[config.mk]
export PLATFORM = sky130hd
export DESIGN_NAME = viterbi_ber_monitor
export DESIGN_NICKNAME = d
export VERILOG_FILES = /design/src/rtl/viterbi_pkg.sv /design/src/rtl/viterbi_bit_fifo.sv /design/src/rtl/viterbi_ber_monitor.sv
export SDC_FILE = /design/constraint.sdc
export NUM_CORES = 1
export LEC_CHECK = 0
export ABC_CLOCK_PERIOD_IN_PS = 8800
export CORE_MARGIN = 2
export CORE_UTILIZATION = 45
export CTS_CLUSTER_SIZE = 12
export DETAILED_ROUTE_END_ITERATION = 7
export PLACE_DENSITY = 0.64
export SKIP_LAST_GASP = 1
export SYNTH_ARGS = -nofsm -noshare
export SYNTH_HDL_FRONTEND = slang
export SYNTH_SLANG_ARGS = --single-unit
[constraint.sdc]
create_clock -name clk -period 8.8 [get_ports clk]
set_input_delay 1.76 -clock clk [delete_from_list [all_inputs] [get_ports clk]]
set_output_delay 1.76 -clock clk [all_outputs]
set_load 0.01 [all_outputs]
[src/rtl/viterbi_pkg.sv]
// Shared types and helpers for the Viterbi BER monitor.
package viterbi_pkg;

    // Monitor run state
    typedef enum logic [0:0] {
        StIdle = 1'b0,
        StRun  = 1'b1
    } state_e;

    // Width of the consecutive-mismatch burst tracker
    localparam int unsigned BurstW = 8;

    // Add inc to v, holding at maxv instead of wrapping
    function automatic logic [63:0] sat_add(input logic [63:0] v, input logic inc,
                                            input logic [63:0] maxv);
        if (inc && (v != maxv)) begin
            return v + 64'd1;
        end
        return v;
    endfunction

endpackage

[src/rtl/viterbi_bit_fifo.sv]
// 1-bit synchronous FIFO holding reference bits until the decoder catches up.
// Simultaneous push and pop are allowed, including when full.
module viterbi_bit_fifo #(
    parameter int unsigned DEPTH = 64
) (
    input  logic clk,
    input  logic rst,
    input  logic flush,
    input  logic push,
    input  logic din,
    input  logic pop,
    output logic head,
    output logic full,
    output logic empty
);

    localparam int unsigned AW = $clog2(DEPTH);
    localparam logic [AW:0] PtrOne = {{AW{1'b0}}, 1'b1};

    // Extra MSB on each pointer distinguishes full from empty
    logic [AW:0]       wr_q, rd_q;
    logic [DEPTH-1:0]  mem_q;

    // Pointer update; flush empties the FIFO without touching storage
    always_ff @(posedge clk) begin
        if (rst || flush) begin
            wr_q <= '0;
            rd_q <= '0;
        end else begin
            if (push) wr_q <= wr_q + PtrOne;
            if (pop)  rd_q <= rd_q + PtrOne;
        end
    end

    // Storage write; contents need no reset since pointers gate visibility
    always_ff @(posedge clk) begin
        if (push && !flush && !rst) begin
            mem_q[wr_q[AW-1:0]] <= din;
        end
    end

    assign head  = mem_q[rd_q[AW-1:0]];
    assign empty = (wr_q == rd_q);
    assign full  = (wr_q[AW] != rd_q[AW]) && (wr_q[AW-1:0] == rd_q[AW-1:0]);

endmodule

[src/rtl/viterbi_ber_monitor.sv]
// Bit-error-rate monitor downstream of the Viterbi decoder. Pairs buffered
// encoder input bits with decoded bits in order and counts mismatches.
// Optional feature macro: BER_BURST_EN enables the max-burst tracker;
// when undefined max_burst_o is tied to zero.
module viterbi_ber_monitor
    import viterbi_pkg::*;
#(
    parameter int unsigned DEPTH = 64,
    parameter int unsigned CNT_W = 32,
    parameter int unsigned WIN   = 256
) (
    input  logic                     clk,
    input  logic                     rst,
    input  logic                     start_i,
    input  logic                     stop_i,
    input  logic                     clear_i,
    input  logic                     ref_i,
    input  logic                     ref_valid_i,
    input  logic                     dec_i,
    input  logic                     dec_valid_i,
    output logic                     busy_o,
    output logic                     err_o,
    output logic [CNT_W-1:0]         bit_ct_o,
    output logic [CNT_W-1:0]         err_ct_o,
    output logic                     win_done_o,
    output logic [$clog2(WIN+1)-1:0] win_err_o,
    output logic                     ovf_o,
    output logic                     udf_o,
    output logic [7:0]               max_burst_o
);

    localparam int unsigned WinErrW = $clog2(WIN + 1);
    localparam int unsigned WinCntW = $clog2(WIN);
    localparam logic [63:0] CntMax  = 64'({CNT_W{1'b1}});
    localparam logic [WinCntW-1:0] WinLast = WinCntW'(WIN - 1);

    state_e               state_q;
    logic                 flush, active, push, pop, mismatch;
    logic                 head, full, empty;
    logic                 err_q, win_done_q, ovf_q, udf_q;
    logic [CNT_W-1:0]     bit_ct_q, err_ct_q;
    logic [WinCntW-1:0]   win_cnt_q;
    logic [WinErrW-1:0]   win_acc_q, win_err_q;

    // Start flushes only when stop is not also asserted; stop wins
    assign flush    = start_i & ~stop_i;
    // Traffic in the flush cycle is discarded
    assign active   = (state_q == StRun) & ~flush;
    assign pop      = active & dec_valid_i & ~empty;
    assign push     = active & ref_valid_i & (~full | pop);
    assign mismatch = pop & (head ^ dec_i);

    viterbi_bit_fifo #(
        .DEPTH(DEPTH)
    ) u_fifo (
        .clk   (clk),
        .rst   (rst),
        .flush (flush),
        .push  (push),
        .din   (ref_i),
        .pop   (pop),
        .head  (head),
        .full  (full),
        .empty (empty)
    );

    // Run-state FSM
    always_ff @(posedge clk) begin
        if (rst) begin
            state_q <= StIdle;
        end else if (stop_i) begin
            state_q <= StIdle;
        end else if (start_i) begin
            state_q <= StRun;
        end
    end

    // Compare result, totals, window accounting and sticky diagnostics
    always_ff @(posedge clk) begin
        if (rst) begin
            err_q      <= 1'b0;
            win_done_q <= 1'b0;
            ovf_q      <= 1'b0;
            udf_q      <= 1'b0;
            bit_ct_q   <= '0;
            err_ct_q   <= '0;
            win_cnt_q  <= '0;
            win_acc_q  <= '0;
            win_err_q  <= '0;
        end else begin
            err_q      <= mismatch;
            win_done_q <= 1'b0;
            if (clear_i) begin
                ovf_q     <= 1'b0;
                udf_q     <= 1'b0;
                bit_ct_q  <= '0;
                err_ct_q  <= '0;
                win_cnt_q <= '0;
                win_acc_q <= '0;
                win_err_q <= '0;
            end else begin
                if (active && ref_valid_i && full && !pop) ovf_q <= 1'b1;
                if (active && dec_valid_i && empty)        udf_q <= 1'b1;
                if (flush) begin
                    win_cnt_q <= '0;
                    win_acc_q <= '0;
                end else if (pop) begin
                    bit_ct_q <= CNT_W'(sat_add(64'(bit_ct_q), 1'b1, CntMax));
                    err_ct_q <= CNT_W'(sat_add(64'(err_ct_q), mismatch, CntMax));
                    if (win_cnt_q == WinLast) begin
                        win_done_q <= 1'b1;
                        win_err_q  <= win_acc_q + WinErrW'(mismatch);
                        win_cnt_q  <= '0;
                        win_acc_q  <= '0;
                    end else begin
                        win_cnt_q <= win_cnt_q + WinCntW'(1);
                        win_acc_q <= win_acc_q + WinErrW'(mismatch);
                    end
                end
            end
        end
    end

`ifdef BER_BURST_EN
    localparam logic [63:0] BurstMax = 64'({BurstW{1'b1}});
    logic [BurstW-1:0] burst_q, burst_max_q, burst_inc;

    assign burst_inc = BurstW'(sat_add(64'(burst_q), 1'b1, BurstMax));

    // Current mismatch run and its high-water mark; a matching compare ends a run
    always_ff @(posedge clk) begin
        if (rst || clear_i) begin
            burst_q     <= '0;
            burst_max_q <= '0;
        end else if (pop) begin
            if (mismatch) begin
                burst_q <= burst_inc;
                if (burst_inc > burst_max_q) burst_max_q <= burst_inc;
            end else begin
                burst_q <= '0;
            end
        end
    end

    assign max_burst_o = burst_max_q;
`else
    assign max_burst_o = '0;
`endif

    assign busy_o     = (state_q == StRun);
    assign err_o      = err_q;
    assign bit_ct_o   = bit_ct_q;
    assign err_ct_o   = err_ct_q;
    assign win_done_o = win_done_q;
    assign win_err_o  = win_err_q;
    assign ovf_o      = ovf_q;
    assign udf_o      = udf_q;

endmodule

* Word-level counts from Yosys, hierarchy flattened
Cells that the tools add are included.
** Cells by class
- $add $sub $neg :: 6
- $lt $le $gt $ge :: 3
- Equal/unequal tests :: 6
- Mux-type cells :: 20
- Bitwise logic cells :: 14
- Reductions and logical operators :: 21
** Operator list (count)
- 32-bit by 1-bit adder with 32-bit output, second input constant :: 2
- 64-bit bitwise mux :: 1
- 32-bit two-way mux :: 2
- 32-bit inequality test, second input constant :: 2
- 7-bit by 1-bit adder with 7-bit output, second input constant :: 2
- 6-bit by 7-bit < comparator with 1-bit output, second input constant :: 2
- 1-bit two-way mux :: 13
- 1-bit logical AND :: 10
- 9-bit by 1-bit adder with 9-bit output :: 1
- 9-bit two-way mux :: 1
- 3-bit AND reduction :: 3
- 8-bit by 1-bit adder with 8-bit output, second input constant :: 1
- 8-bit equality test, second input constant :: 1
- 8-bit two-way mux :: 1
- 1-bit bitwise AND :: 7
- 7-bit equality test :: 1
- 1-bit binary-select mux with 6-bit select :: 1
- 1-bit demux with 6-bit select :: 1
- 6-bit equality test :: 1
- 6-bit by 1-bit >= comparator with 1-bit output, second input constant :: 1
- 1-bit inverter :: 5
- 2-bit OR reduction :: 2
- 4-bit OR reduction :: 1
- 1-bit zero test :: 3
- other kinds (5) :: 5
** Storage, ports and cells
- Register bits after elaboration :: 173
- Input bits :: 9
- Output and inout port bits :: 86
- Word-level logic and storage cells :: 83

* Depth between registers and ports, before layout
Gate-level depths: netlist of run 1.
- Depth after elaboration :: 14
- Gate-level depth with buffers :: 16
- Mapped depth without buffers :: 14

* Hierarchy
Synthesis of run 1 repeated with hierarchy kept, for this count alone.
** Unflattened totals
- Cell total of the unflattened synthesis :: 831
- Area, all modules :: 8107.8 um^2
** By module, submodules not included
- viterbi_ber_monitor :: instances 1, cells an instance 540, area each 4516.8 um^2, sequential area each 1901.8 um^2
- viterbi_bit_fifo :: instances 1, cells an instance 291, area each 3590.9 um^2, sequential area each 2202.1 um^2

* Worst setup path after synthesis of run 1
Ideal clock, no wire load.
- Path type :: input -> register
- Start point :: input port stop_i
- End point :: register win_acc_q[8]
- Setup time :: 0.128 ns
- Arrival :: 3.771 ns
- Data required time :: 8.672 ns
- Setup slack :: 4.902 ns
- Stages :: 12
- Buffers on the path :: 0
- Cell sequence :: nand2b_1 > nand3_1 > a21oi_1 > nand3_4 > nor2_1 > ha_1 > and3_1 > nand3_1 > xor2_1 > nor3_1 > a21oi_1 > nor2_1
** Between the ends
- Word-level cells in the longest chain between the ends :: 9
- Elaborated cells on any way between the ends :: 10
- Those cells by class :: 1 x add/sub; 1 x mux; 7 x bitwise; 1 x reduce/logical
** RTL lines
- start: declaration :: RTL line viterbi_ber_monitor.sv:15 : input logic stop_i,
- 1-bit inverter * :: RTL line viterbi_ber_monitor.sv:46 : assign flush = start_i & ~stop_i;
- 1-bit bitwise AND * :: RTL line viterbi_ber_monitor.sv:46
- 1-bit inverter (no source line)
- 1-bit bitwise AND :: RTL line viterbi_ber_monitor.sv:48 : assign active = (state_q == StRun) & ~flush;
- 1-bit bitwise AND (2 in a row) :: RTL line viterbi_ber_monitor.sv:49 : assign pop = active & dec_valid_i & ~empty;
- 1-bit bitwise AND :: RTL line viterbi_ber_monitor.sv:51 : assign mismatch = pop & (head ^ dec_i);
- 9-bit by 1-bit adder with 9-bit output :: RTL line viterbi_ber_monitor.sv:117 : win_acc_q <= win_acc_q + WinErrW'(mismatch);
- 9-bit two-way mux :: RTL line viterbi_ber_monitor.sv:110 : if (win_cnt_q == WinLast) begin
- end signal: assignment :: RTL line viterbi_ber_monitor.sv:117
- end: declaration :: RTL line viterbi_ber_monitor.sv:43 : logic [WinErrW-1:0] win_acc_q, win_err_q;
Every way passes the cells marked *; elsewhere a longest branch is shown, timed or not.
A chain may end at the register's enable or synchronous reset.

* Final worst setup path of run 1
- Start point :: input port stop_i
- End point :: register bit_ct_q[31], in the netlist bit_ct_o[31]
** Between the ends
- Word-level cells in the longest chain between the ends :: 7
** RTL lines
- 1-bit inverter * :: RTL line viterbi_ber_monitor.sv:46
- 1-bit bitwise AND * :: RTL line viterbi_ber_monitor.sv:46
- 1-bit inverter (no source line) *
- 1-bit bitwise AND :: RTL line viterbi_ber_monitor.sv:48
- 1-bit bitwise AND (2 in a row) :: RTL line viterbi_ber_monitor.sv:49
- 3-bit AND reduction (no source line) *
- end signal: assignment :: RTL line viterbi_ber_monitor.sv:108 : bit_ct_q <= CNT_W'(sat_add(64'(bit_ct_q), 1'b1, CntMax));
- end: declaration :: RTL line viterbi_ber_monitor.sv:41 : logic [CNT_W-1:0] bit_ct_q, err_ct_q;
Marks and branches as above.

==> results.toml, run 1 <==
[die]
rows = 48
die-area_mm2 = 0.01896
start_util = 0.4633
die_w_um = 137.7
num_io_pins = 95
coreArea_mm2 = 0.01736
dieHeight_um = 137.7

[route]
vias = 6107
ant_nets = 0
drt-total-wl_mm = 17.80
drcViolationCount = 0
drt-pass1-iter-count = 5
via_per_inst = 5.428
first_iter_violations = 361
wl_per_cell_um = 15.82

[clocking]
cts_sinks = 173
cts_buffer_depth = 2
hold_buffers = 0
clk_latency_ns = 0.43
numCtsBuffers = 17
post_cts_buffers = 0
ctsResizeCount = 0
cts_root_buffer = "clkbuf_16"
clk_pin_slew_ns = 0.06
cts_tree = "yes"
h-tree-depth = 4

[critical_path]
endpoint_kind = "flip-flop"
reg2reg_to = "win_acc_q[8]$_SDFFE_PP0N_"
worst-path-buf-inv = 2
startpoint_type = "primary input"
cp_max_fo = 17
cpMaxStageDelayCell = "clkdlybuf4s50_1"
cp_top_family = "simple AND/OR/NAND/NOR gates"
cp_common_cell = "or3_1"
r2r_setup_slack_ns = 5.06
r2r-start = "u_fifo.rd_q[2]$_SDFFE_PP0N_"
ff2ff_path_depth = 14
critPathArrivalTime_ns = 4.55
required_ns = 9.15
cpPeakStageDelay_ns = 0.47
crit_chain = "clkdlybuf4s50_1 > nand2b_1 > nand3_1 > a41o_1 > buf_4 > a41oi_4 > nand4_2 > or3_1 > or3_1 > a21oi_1"
crit_type = "primary input to flip-flop"

[timing]
worst_slew_pin_slew_ns = 1.113
fmaxAchievable_ghz = 0.2382
hold_viol = 0
maxSlewViolCount = 0
finalCritPeriodShare = 0.4770
rsz0062_at_grt = "false"
skew_ns = 0.01016
setup_tns_ns = 0
timing.slew.headroom = 0.2554
period_needed_ns = 4.198
setup_viol = 0

[layout]
register_area_mm2 = 0.004104
mostFrequentLayoutCells = "nor2_1 (148), dfxtp_1 (109), clkdlybuf4s50_1 (86)"
final_nets = 902
final_common_cell = "nor2_1"
multi_input_area_mm2 = 0.003676
drive_above_1_share = 0.07000
synthToLayoutAreaGrowth_pct = 18.72
num-fill-cells = 1554
diodes = 0

[global_route]
grt_antenna_before_repair = 0
grt_first_pass_wirelength_mm = 28.88
grt-ovfl-total = 0
grt_use_total = 0.1975
grt_pass1_vias = 5685
grt_max_degree = 65

[synth]
synth_edf_count = 64
synth_cells = 818
netlist_area_mm2 = 0.008041
synth_area_per_cell_um2 = 9.831
synthDistinctLibCells = 61
yosysSeqAreaShare = 0.5103
synth_flop_cell = "dfxtp_1"
async_flop_share = 0
ys_warn_count = 0
ys_ff_latch = 173

[power]
power_leakage_nw = 2.961
power_density_mw_per_mm2 = 163.8
irDropWorstVdd_uv = 146.1
total_power_mw = 1.564

[hold_path]
min_path_type = "flip-flop to flip-flop"
holdPathStages = 2
min_from = "win_err_o[1]$_SDFFE_PP0P_"
whs_endpoint = "win_err_o[1]$_SDFFE_PP0P_"

[placed_design]
gp_congestion = 0.7769
portBuffers = 86
dp_hpwl_mm = 11.91

[status]
status = "finished clean"

[flow_run]
cap_viol_max_count = 0
## worst max-delay path by stage
stage                           endpoint  cells past startpoint   start
2_1_floorplan  win_acc_q[8]$_SDFFE_PP0N_                     12  stop_i
3_3_place_gp   bit_ct_o[23]$_SDFFE_PP0P_                     11  stop_i
3_5_place_dp   bit_ct_o[23]$_SDFFE_PP0P_                     11  stop_i
4_1_cts        bit_ct_o[31]$_SDFFE_PP0P_                     10  stop_i
5_1_grt        bit_ct_o[23]$_SDFFE_PP0P_                     11  stop_i
6_report       bit_ct_o[31]$_SDFFE_PP0P_                     10  stop_i
## where the power goes
| part | internal (mW) | switching [mW] | total [mW] |
|---|---|---|---|
| Sequential | 0.829 | 0.000794 | 0.830 |
| Clock | 0.389 | 0.318 | 0.707 |
| Combinational | 0.00754 | 0.0200 | 0.0275 |
| Total | 1.23 | 0.339 | 1.56 |
## cells by family (layout without fill, tap and decap cells)
kind of cell | Yosys count | in the layout | share of synthesized area
AOI/OAI and AO/OA | 108 | 108 | 0.08293
xor gates and xnor gates | 58 | 58 | 0.06317
adders and majority gates | 6 | 6 | 0.009335
buffers and inverters | 57 | 132 | 0.03579
DFF | 173 | 173 | 0.5103
muxes | 25 | 25 | 0.05539
other | 1 | 8 | 0.0004663
and+or+nand+nor | 390 | 390 | 0.2426
## cells in the mapped netlist, types with 5 or more instances
master    instances  area, um2
nor2_1          148      555.5
dfxtp_1         109       2182
nand2_1          66      247.7
edfxtp_1         64       1922
a21oi_1          44      220.2
nand3_1          40      200.2
xor2_1           37      324.1
or3_1            31      193.9
o21ai_0          26      130.1
clkbuf_1         23      86.33
and3_1           21      131.4
xnor2_1          21      183.9
mux4_2           13      292.8
nand4_1          12      75.07
buf_4            11      82.58
mux2i_1          10      100.1
a211oi_1          8      60.06
and2_1            8      50.05
buf_2             8      40.04
inv_1             8      30.03
or4_1             8      60.06
nor3_1            7      35.03
and4_1            6      52.55
ha_1              6      75.07
nand3b_1          6      45.04
nor3b_1           5      37.54
o31ai_1           5      37.54
or2_2             5      31.28
## metrics by stage
step / worst slack, ns / instances / utilization / cell area, um2 / hold WS, ns
global placement: 4.215 / 1093 / 0.5184 / 8997 / 0.4521
detailed placement: 4.162 / 1093 / 0.5184 / 8997 / 0.4657
finish: 4.602 / 1125 / 0.5500 / 9547 / 0.4715
CTS: 4.614 / 1125 / 0.5500 / 9547 / 0.4743
floorplan: 4.902 / 825 / - / 8068 / 0.4523
global route: 4.403 / 1125 / 0.5500 / 9547 / 0.4978
## flip-flops by register name (all words and copies together), names as in the netlist
signal        count
u_fifo.mem_q     64
bit_ct_o         32
err_ct_o         32
win_acc_q         9
win_err_o         9
win_cnt_q         8
u_fifo.rd_q       7
u_fifo.wr_q       7
busy_o            1
err_o             1
ovf_o             1
udf_o             1
win_done_o        1
## worst min-delay path, stage by stage, from the launching register on
cell     delay [ns]
dfxtp_1        0.31
nand2_1        0.06
a21oi_1        0.05
## layer usage
metal  GRT usage  wire, um  vias up
met5           0         0        -
met4     0.05956       163        0
met3     0.04341       830       14
met2      0.3256      8467      116
met1      0.2604      8332     2927
li1            -         -     3050
## layout make-up
cell class,count,area share
inverters,8,0.003145
repair buffers,92,0.09489
flip-flops and latches,173,0.4299
well taps,225,0.02949
multi-input cells,595,0.3851
clock buffers,18,0.04495
clock inverters,14,0.01258
Power figures use the tool's default switching activity.
==> run 2, diff against run 1 <==
--- a/config.mk
+++ b/config.mk
@@ -5,7 +5,7 @@
 export SDC_FILE = /design/constraint.sdc
 export NUM_CORES = 1
 export LEC_CHECK = 0
-export ABC_CLOCK_PERIOD_IN_PS = 8800
+export ABC_CLOCK_PERIOD_IN_PS = 4170
 export CORE_MARGIN = 2
 export CORE_UTILIZATION = 45
 export CTS_CLUSTER_SIZE = 12
==> constraint.sdc (replaced) <==
create_clock -name clk -period 4.17 [get_ports clk]
set_input_delay 0.834 -clock clk [delete_from_list [all_inputs] [get_ports clk]]
set_output_delay 0.834 -clock clk [all_outputs]
set_load 0.01 [all_outputs]
==> run 2 against run 1 <==
Register-to-register slack lost 4.4 ns; core utilization increased by 0.58 points; critical path depth grew 5; highest routed layer unchanged; cell count rose by 0.53%; sequential cell count stayed put; combinational power up 120%; hold slack worse by 0.00089 ns.
==> results.toml, run 2 (synthesized netlist as in run 1, its figures left out) <==
[status]
status = "finished clean"

[placed_design]
portBuffers = 86
dp_hpwl_mm = 12.10
placed_cells = 1100
gp_congestion = 0.7817

[clocking]
post_cts_buffers = 0
cts_root_buffer = "clkbuf_16"
numCtsBuffers = 17
h-tree-depth = 4
cts_tree = "yes"
ctsResizeCount = 0
clk_pin_slew_ns = 0.07
clk_latency_ns = 0.43
cts_sinks = 173
cts_buffer_depth = 2
hold_buffers = 0

[die]
num_io_pins = 95
rows = 48
start_util = 0.4633
die_w_um = 137.7
coreArea_mm2 = 0.01736
die-area_mm2 = 0.01896
dieHeight_um = 137.7

[critical_path]
cp_top_family = "multiplexers"
cp_common_cell = "nor2_1"
cpMaxStageDelayCell = "dfxtp_1"
ff2ff_path_depth = 15
crit_type = "flip-flop to flip-flop"
cpPeakStageDelay_ns = 0.61
required_ns = 4.48
cp_max_fo = 10
cp.depth = 15
endpoint_kind = "flip-flop"
worst-path-buf-inv = 1
crit_chain = "buf_4 > mux4_2 > mux4_2 > nor2_1 > o21ai_1 > a21o_1 > nand3_4 > nor2_1 > ha_1 > and3_1 > nand3_1 > xor2_1 > nor3_1 > a21oi_1 > nor2_1"
critPathArrivalTime_ns = 3.86
startpoint_type = "flip-flop"

[power]
irDropWorstVdd_uv = 318.8
power_leakage_nw = 3.048
power_density_mw_per_mm2 = 351.8

[layout]
final_nets = 909
diodes = 0
largest_reg_flops = 64
num-fill-cells = 1549
fin_cells = 1131
mostFrequentLayoutCells = "nor2_1 (148), dfxtp_1 (109), clkdlybuf4s50_1 (86)"
final_common_cell = "nor2_1"
drive_above_1_share = 0.07837
synthToLayoutAreaGrowth_pct = 19.98

[timing]
finalCritPeriodShare = 0.8521
setup_viol = 0
timing.slew.headroom = 0.4521
skew_ns = 0.01270
maxSlewViolCount = 0
rsz0062_at_grt = "false"
fmaxAchievable_ghz = 0.2814
period_needed_ns = 3.553
setup_tns_ns = 0
worst_slew_pin_slew_ns = 0.8188
hold_viol = 0

[route]
ant_nets = 0
vias = 6100
drcViolationCount = 0
first_iter_violations = 433
wl_per_cell_um = 15.78
drt-pass1-iter-count = 4
drt-total-wl_mm = 17.85
via_per_inst = 5.393

[global_route]
grt_use_total = 0.1958
grt_max_degree = 65
grt_first_pass_wirelength_mm = 28.75
grt-ovfl-total = 0
grt_pass1_vias = 5527
grt_antenna_before_repair = 0

[flow_run]
cap_viol_max_count = 0

[hold_path]
min_path_type = "flip-flop to flip-flop"
holdPathStages = 2
[run 2: cell count changes in the layout (fill, tap and decap cells not counted), moves of 2 or more]
cell	delta
buf_4	+7
clkbuf_16	+3
clkinv_1	-3
clkinv_2	+3
clkinvlp_4	-3
inv_6	-3
inv_1	+2
[run 2: metrics by stage]
| step | hold WS (ns) | setup slack, ns | utilization | total power, mW | cell area, um2 |
|---|---|---|---|---|---|
| final | 0.4706 | 0.6168 | 0.5559 | 3.395 | 9648 |
| after CTS | 0.4777 | 0.5891 | 0.5559 | 3.424 | 9648 |
| after floorplan | 0.4523 | 1.082 | - | 1.825 | 8068 |
| after global placement | 0.4520 | 0.6557 | 0.5214 | 1.849 | 9050 |
| after detailed placement | 0.4661 | 0.5938 | 0.5214 | 1.849 | 9050 |
| after global routing | 0.4973 | 0.3266 | 0.5559 | 3.496 | 9648 |
[run 2: cell type report]
class | count | area (um2) | area share
Sequential cell | 173 | 4104 | 0.4254
Clock inverter | 10 | 83.83 | 0.008689
Multi-Input combinational cell | 595 | 3676 | 0.3810
Timing Repair Buffer | 99 | 958.4 | 0.09934
Clock buffer | 21 | 514.2 | 0.05330
Inverter | 8 | 30.03 | 0.003112
Tap cell | 225 | 281.5 | 0.02918
[run 2: path summary, 6_finish.rpt]
path | from | endpoint | slack [ns]
hold reg to reg | win_err_o[1]$_SDFFE_PP0P_ | win_err_o[1]$_SDFFE_PP0P_ | 0.47
setup / recovery | u_fifo.rd_q[1]$_SDFFE_PP0N_ | win_acc_q[8]$_SDFFE_PP0N_ | 0.62
hold / removal | win_err_o[1]$_SDFFE_PP0P_ | win_err_o[1]$_SDFFE_PP0P_ | 0.47
setup reg to reg | u_fifo.rd_q[1]$_SDFFE_PP0N_ | win_acc_q[8]$_SDFFE_PP0N_ | 0.62
[run 2: tightest hold or removal path: stages (launching register included)]
cell	delay (ns)
dfxtp_1	0.32
nand2_1	0.05
a21oi_1	0.05
[run 2: metal layers]
metal | vias to the layer above | GRT usage | share of wire
li1 | 3051 | - | -
met1 | 2928 | 0.2711 | 0.48
met2 | 109 | 0.3140 | 0.47
met3 | 12 | 0.03569 | 0.039
met4 | 0 | 0.05670 | 0.0095
met5 | - | 0 | 0
[run 2: where the power goes]
| part | internal [mW] | leakage [nW] | switching (mW) |
|---|---|---|---|
| logic | 0.0173 | 1.29 | 0.0432 |
| clock network | 0.937 | 0.303 | 0.646 |
| registers | 1.75 | 1.45 | 0.00164 |
| total | 2.70 | 3.05 | 0.691 |
